**config.mk**
```make
export PLATFORM = sky130hd
export DESIGN_NAME = wb_regfile
export DESIGN_NICKNAME = d
export VERILOG_FILES = /design/src/rtl/pipe_pkg.sv /design/src/rtl/load_extract.sv /design/src/rtl/wb_regfile.sv
export SDC_FILE = /design/constraint.sdc
export NUM_CORES = 2
export LEC_CHECK = 0
export ABC_AREA = 1
export BUFFER_PORTS_ARGS = -buffer_cell sky130_fd_sc_hd__buf_4
export CORE_ASPECT_RATIO = 0.7
export CORE_MARGIN = 2
export CORE_UTILIZATION = 30
export DETAILED_ROUTE_END_ITERATION = 16
export GPL_ROUTABILITY_DRIVEN = 0
export SYNTH_ARGS = -nofsm -noshare
export SYNTH_HDL_FRONTEND = slang
export SYNTH_SLANG_ARGS = --single-unit
```
**constraint.sdc**
```tcl
create_clock -name clk -period 6.8 [get_ports clk]
set_clock_uncertainty 0.15 [all_clocks]
set_input_delay 2.04 -clock clk [delete_from_list [all_inputs] [get_ports clk]]
set_output_delay 2.04 -clock clk [all_outputs]
set_load 0.03 [all_outputs]
```
**src/rtl/pipe_pkg.sv**
```systemverilog
// rtl/pipe_pkg.sv - shared writeback-stage constants and load type encodings
package pipe_pkg;

   localparam int DATA_W = 32;
   localparam int NUM_REG = 32;
   localparam int ADDR_W = $clog2(NUM_REG);

   localparam logic [3:0] WB_LW  = 4'd0;
   localparam logic [3:0] WB_LB  = 4'd1;
   localparam logic [3:0] WB_LBU = 4'd2;
   localparam logic [3:0] WB_LH  = 4'd3;
   localparam logic [3:0] WB_LHU = 4'd4;

   localparam logic [4:0] REG_ZERO = 5'd0;

   function automatic logic is_half_load(input logic [3:0] wb_type);
      return (wb_type == WB_LH) || (wb_type == WB_LHU);
   endfunction

endpackage

```
**src/rtl/load_extract.sv**
```systemverilog
// rtl/load_extract.sv - little-endian sub-word load extraction and misalign detect
module load_extract
   import pipe_pkg::*;
#(
   parameter int DW = DATA_W
) (
   input  logic [DW-1:0] mem_data,
   input  logic [3:0]    wb_type,
   input  logic [1:0]    off,
   output logic [DW-1:0] value,
   output logic          misalign
);

   logic [7:0]  byte_v;
   logic [15:0] half_v;

   assign byte_v = mem_data[{off, 3'b000} +: 8];
   assign half_v = mem_data[{off[1], 4'b0000} +: 16];

   // Reserved encodings fall into the default arm and behave as a full-word load.
   always_comb begin
      value    = mem_data;
      misalign = 1'b0;
      case (wb_type)
         WB_LB:   value = {{(DW-8){byte_v[7]}}, byte_v};
         WB_LBU:  value = {{(DW-8){1'b0}}, byte_v};
         WB_LH: begin
            value    = {{(DW-16){half_v[15]}}, half_v};
            misalign = off[0];
         end
         WB_LHU: begin
            value    = {{(DW-16){1'b0}}, half_v};
            misalign = off[0];
         end
         default: begin
            value    = mem_data;
            misalign = (off != 2'b00);
         end
      endcase
   end

endmodule

```
**src/rtl/wb_regfile.sv**
```systemverilog
// rtl/wb_regfile.sv - MEM/WB retirement: value select, GPR file with bypass, retire counter
module wb_regfile
   import pipe_pkg::*;
#(
   parameter int NREG = 32,
   parameter int DW   = 32,
   parameter int CNTW = 32
) (
   input  logic            clk,
   input  logic            rst_n,
   input  logic [DW-1:0]   MemData,
   input  logic [3:0]      WBType,
   input  logic [DW-1:0]   WBData,
   input  logic            MemRead,
   input  logic            RegWrite,
   input  logic [4:0]      Rd,
   input  logic [4:0]      rs_addr,
   input  logic [4:0]      rt_addr,
   output logic [DW-1:0]   rs_data,
   output logic [DW-1:0]   rt_data,
   output logic            wb_en,
   output logic [4:0]      wb_addr,
   output logic [DW-1:0]   wb_value,
   output logic            align_err,
   output logic [CNTW-1:0] retire_count
);

   localparam int AW = $clog2(NREG);

   logic [DW-1:0] gpr [NREG];
   logic [DW-1:0] load_val;
   logic          load_misalign;

   load_extract #(.DW(DW)) u_extract (
      .mem_data (MemData),
      .wb_type  (WBType),
      .off      (WBData[1:0]),
      .value    (load_val),
      .misalign (load_misalign)
   );

   assign wb_en    = RegWrite && (Rd != REG_ZERO);
   assign wb_addr  = Rd;
   assign wb_value = MemRead ? load_val : WBData;

   // The in-flight write wins over storage so ID sees it in the same cycle.
   always_comb begin
      rs_data = '0;
      if (rs_addr != REG_ZERO) begin
         if (wb_en && (rs_addr == Rd))
            rs_data = wb_value;
         else
            rs_data = gpr[rs_addr[AW-1:0]];
      end
   end

   always_comb begin
      rt_data = '0;
      if (rt_addr != REG_ZERO) begin
         if (wb_en && (rt_addr == Rd))
            rt_data = wb_value;
         else
            rt_data = gpr[rt_addr[AW-1:0]];
      end
   end

   always_ff @(posedge clk or negedge rst_n) begin
      if (!rst_n) begin
         for (int i = 0; i < NREG; i++)
            gpr[i] <= '0;
      end else if (wb_en) begin
         gpr[Rd[AW-1:0]] <= wb_value;
      end
   end

   // Misaligned loads still commit; the flag is only an observation pulse.
   always_ff @(posedge clk or negedge rst_n) begin
      if (!rst_n) begin
         retire_count <= '0;
         align_err    <= 1'b0;
      end else begin
         align_err <= MemRead && RegWrite && load_misalign;
         if (wb_en)
            retire_count <= retire_count + CNTW'(1);
      end
   end

endmodule

```
## Word-level counts from Yosys, hierarchy flattened

Cells that the tools add are included.

- Reduce and logical (&&, ||, !) cells: 12
- $lt $le $gt $ge: 4
- Shift operators: 2
- Mux-type cells: 16
- Equal/unequal tests: 6
- Add/sub/neg operators: 1
- Bitwise logic cells: 3

Operators by type and width:

| operator | count |
|---|---|
| $bwmux 1024 | 1 |
| $bmux 32 s5 | 2 |
| $mux 32 | 10 |
| $demux 32 s5 | 1 |
| $pmux 32 s4 | 1 |
| $add 32x1->32 const B | 1 |
| $shiftx 32x6->16 | 1 |
| $shiftx 32x6->8 | 1 |
| $ge 6x6->1 const B | 3 |
| $not 5->6 | 3 |
| $reduce_bool 5->1 | 3 |
| $eq 5x5->1 | 2 |
| $eq 4x2->1 const B | 2 |
| $logic_and 1x1->1 | 6 |
| $lt 6x1->1 const B | 1 |
| $eq 4x1->1 const B | 1 |
| $eq 4x3->1 const B | 1 |
| $reduce_or 2->1 | 2 |
| $pmux 1 s2 | 1 |
| $reduce_bool 2->1 | 1 |

- Bits in registers: 1,057
- Logic and storage cells: 78
- Input port bits: 87

## Logic depth before layout (Yosys ltp)

- Word-level depth: 6
- Gate-level depth with buffers: 13
- Gate-level depth less buffers: 13

## Modules after synthesis

Synthesis repeated with hierarchy kept, for this count alone.

- Cells, all modules: 8,383
- Area total of the unflattened synthesis: 61,396.4 um^2

Modules (own cells, without submodules):

| module | cells each | area each (um^2) | times used |
|---|---|---|---|
| wb_regfile | 8,158 | 60,345.4 | 1 |
| load_extract | 225 | 1,051.0 | 1 |

## Least setup slack after synthesis

No wires, ideal clock.

- Kind: input to output
- Start: input port rt_addr[0]
- End: output port rt_data[12]
- Slack: 1.014 ns
- Data arrival time: 3.596 ns
- Stages on the path: 13
- Path buffers: 4
- Path through: buf_2 inv_1 buf_2 buf_2 buf_2 nand2_1 nand3_1 nand3_1 nand3_1 nand3_1 nand2_1 nor2_1 nor2_1

- Cells in the longest elaborated chain, start to end: 6
- Elaborated cells between the ends (all ways): 9
- Those cells by class: eq/ne (1); mux (5); bitwise (1); reduce/logical (2)

RTL lines:

| element | RTL line | text |
|---|---|---|
| from (decl) | wb_regfile.sv:18 | `input logic [4:0] rt_addr,` |
| $not 5->6 (not written as such) | wb_regfile.sv:63 | `rt_data = gpr[rt_addr[AW-1:0]];` |
| $bmux 32 s5 | wb_regfile.sv:63 |  |
| $mux 32 (not written as such) (2 in series) | wb_regfile.sv:63 |  |
| $mux 32 | wb_regfile.sv:60 | `if (wb_en && (rt_addr == Rd))` |
| $mux 32 * | wb_regfile.sv:59 | `if (rt_addr != REG_ZERO) begin` |
| to (decl) | wb_regfile.sv:20 | `output logic [DW-1:0] rt_data,` |

Every way passes the cells marked *; elsewhere a longest branch is shown, timed or not. The select of a mux whose other input is x is not followed.

## Worst setup path after layout

- Start: input port WBType[2]
- End: output port rt_data[19]

- Cells in the longest elaborated chain, start to end: 5
- Elaborated cells between the ends (all ways): 8
- Those cells by class: eq/ne (4); mux (4)

RTL lines:

| element | RTL line | text |
|---|---|---|
| from (decl) | wb_regfile.sv:12 | `input logic [3:0] WBType,` |
| $eq 4x3->1, or another cell as far along | load_extract.sv:24 | `case (wb_type)` |
| $pmux 32 s4 * | load_extract.sv:24 |  |
| $mux 32 * | wb_regfile.sv:44 | `assign wb_value = MemRead ? load_val : WBData;` |
| $mux 32 * | wb_regfile.sv:60 |  |
| $mux 32 * | wb_regfile.sv:59 |  |

Every way passes the cells marked *; elsewhere a longest branch is shown, timed or not.

==> impl_metrics.env <==
export IMPL_cts_inserted_buffers=115
export IMPL_status="finished, final reports clean"
export IMPL_ys_dominant_reg_cell="dfrtp_1"
export IMPL_crit_fanout=9
export IMPL_layout_drive_gt1_share=0.0974
export IMPL_grt_max_degree=121
export IMPL_post_route_period_util=0.992
export IMPL_vdd_drop_max_v=0.000222
export IMPL_areaGrowthSynthToFinish_pct=14.7
export IMPL_grt_antenna_before_repair=10
export IMPL_ant_nets=0
export IMPL_drtIter0Drc=9684
export IMPL_track_usage=0.267
export IMPL_routed_wl_um=290000
export IMPL_die_h_um=385
export IMPL_avgSynthCellArea_um2=6.97
export IMPL_wl_met3_um=41200
export IMPL_hold_violations=0
export IMPL_leakage_nw=31.7
export IMPL_start_util=0.302
export IMPL_powerDensity_nw_per_um2=300
export IMPL_crit_type="input port to output pin"
export IMPL_die_area_um2=211000
export IMPL_fin_crit_ns=6.74
export IMPL_placedInstanceArea_um2=67200
export IMPL_drc=0
export IMPL_synth_edf_count=0
export IMPL_num_rows=139
export IMPL_r2r_setup_slack_ns=4.87
export IMPL_setup_violations=0
export IMPL_cp_end_kind="output pin"
export IMPL_synth_top_cell_area_share=0.426
export IMPL_synth_area_leaders="dfrtp_1, nand3_1, nand2_1"
export IMPL_ys_seq_elements=1057
export IMPL_syn_nets=9003
export IMPL_root_buffer="clkbuf_16"
export IMPL_io_buffer_count=221
export IMPL_synthArstFlopShare=1.00
export IMPL_h_tree_depth=3
export IMPL_fin_area_um2=71300
export IMPL_post_synth_num_cell_types=36
export IMPL_highest_layer="met5"
export IMPL_syn_area_um2=62100
export IMPL_tightest_slew_ns=1.42
export IMPL_hold_class="flop to flop"
export IMPL_hold_buffers=0
export IMPL_overflow=0
export IMPL_syn_inst=8915
export IMPL_yosysTopAreaCell="dfrtp_1"
export IMPL_fmax_ghz=0.148
export IMPL_viasPerCell=5.84
export IMPL_route_vias_total=67400
export IMPL_met2_length_um=116000
export IMPL_grt_pass1_vias=61400
export IMPL_worstSetupStartpointType="input port"
export IMPL_die_x_um=548
export IMPL_drt_met1_wl_um=115000
export IMPL_cts_buffer_depth=3
export IMPL_post_cts_setup_buffers=0
export IMPL_maxSlewViolCount=0
export IMPL_seq_area_frac_synth=0.426
export IMPL_layoutNonFillerInstCount=11500
export IMPL_hold_ws_ns=0.250
export IMPL_cp_arrival_ns=4.55
export IMPL_cts_tree="built"
export IMPL_drt_pass1_iter_count=7
export IMPL_nNetsFinal=8782
export IMPL_placed_cells=11300
export IMPL_ys_warn_count=0
export IMPL_cap_violations=0
export IMPL_wire_per_inst_um=25.1
export IMPL_boundaryPins=222
export IMPL_total_power_w=0.0214
export IMPL_clk_pin_slew_ns=0.06
export IMPL_insertion_delay_ns=0.76
export IMPL_critPathRequiredTime_ns=4.61
export IMPL_timing_setup_tns_ns=0
export IMPL_grt_pass1_wl_um=423000
export IMPL_core_area_um2=205000
export IMPL_grt_setup_unrepaired="false"
export IMPL_cts_sinks=1057
export IMPL_dp_hpwl_um=175000
export IMPL_slew_headroom=0.0521
export IMPL_cts_resized=0
## cell families after synthesis
| group | count (synthesis) | synth area share |
|---|---|---|
| DFF | 1057 | 0.426 |
| adders and majority gates | 1 | 0.000201 |
| xor gates and xnor gates | 37 | 0.00522 |
| buffers and inverters | 1016 | 0.0691 |
| and+or+nand+nor | 5733 | 0.392 |
| AOI/OAI and AO/OA | 1071 | 0.108 |
## worst max-delay path, cell delays in order
cell and delay [ns]:
buf_4 0.13, inv_2 0.06, nand2_1 0.08, nor2_2 0.28
nand2_2 0.23, nand3_4 0.25, nand2_1 0.43, buf_4 0.32
nand3_1 0.07, nand2_1 0.08, nor2_1 0.32, buf_4 0.24
## layer usage
metal / global-route usage / vias to the layer above
met5: 0 / -
met4: 0.143 / 10
met3: 0.0891 / 969
met2: 0.371 / 4955
met1: 0.362 / 31800
li1: - / 29600
## metrics by stage
step | setup slack, ns | utilization
2_1_floorplan | 1.01 | -
3_3_place_gp | 0.123 | 0.327
3_5_place_dp | 0.181 | 0.327
4_1_cts | 0.170 | 0.347
5_1_grt | 0.0175 | 0.347
6_report | 0.0577 | 0.347
## state kept, by name, summed over array words and instances (netlist names)
| register | cells |
|---|---|
| retire_count | 32 |
| gpr | 1024 |
| align_err | 1 |
## layout by cell type, fill, tap and decap left out, types with 5 or more instances in the layout
cell,count
clkbuf_1,16
nor2_4,31
nand3_1,1947
clkinvlp_4,5
nand2_2,7
inv_1,100
o211ai_1,5
buf_12,93
xor2_1,21
inv_6,7
clkinv_2,22
nor3_1,24
bufinv_16,13
o21ai_1,30
clkbuf_8,33
a21oi_2,5
xnor2_1,16
buf_4,454
a21oi_1,62
buf_8,5
inv_2,14
nand4_1,8
a31oi_2,20
dfrtp_1,1057
a31oi_1,911
clkbuf_16,116
nand2_1,2517
nor2_1,1175
o21ai_0,36
nand2_4,10
## power breakdown
group / switching [W] / internal (W) / total [W]
clock network: 0.00284 / 0.00397 / 0.00681
logic: 0.00347 / 0.00209 / 0.00556
registers: 0.00120 / 0.00780 / 0.00900
total: 0.00751 / 0.0139 / 0.0214
## path summary, 6_finish.rpt
check,from,endpoint,depth (start not counted)
setup / recovery,WBType[2],rt_data[19],12
hold / removal,gpr[1017],gpr[1017],0
setup reg to reg,retire_count[3],retire_count[25],6
hold reg to reg,gpr[1017],gpr[1017],0
max in group asynchronous,rst_n,gpr[879],2
min in group asynchronous,rst_n,retire_count[31],1
## layout make-up
type / instances / area [um^2]
inverters: 124 / 512
flip-flops and latches: 1057 / 26500
well taps: 2749 / 3440
multi-input cells: 6842 / 31400
diodes: 1 / 2.50
clock inverters: 48 / 619
fillers: 21400 / 134000
repair buffers: 554 / 5370
clock buffers: 165 / 3420
## cells in the mapped netlist, types with 14 or more instances
master / instances
nand2_1: 2518
nand3_1: 1947
nor2_1: 1175
dfrtp_1: 1057
a31oi_1: 911
clkbuf_1: 473
buf_2: 305
inv_1: 107
buf_1: 94
a21oi_1: 62
o21ai_0: 36
o21ai_1: 30
nor3_1: 24
xor2_1: 21
a31oi_2: 20
nor2_4: 20
buf_4: 16
xnor2_1: 16
inv_2: 15
nor2_2: 14
Power figures use the tool's default switching activity.
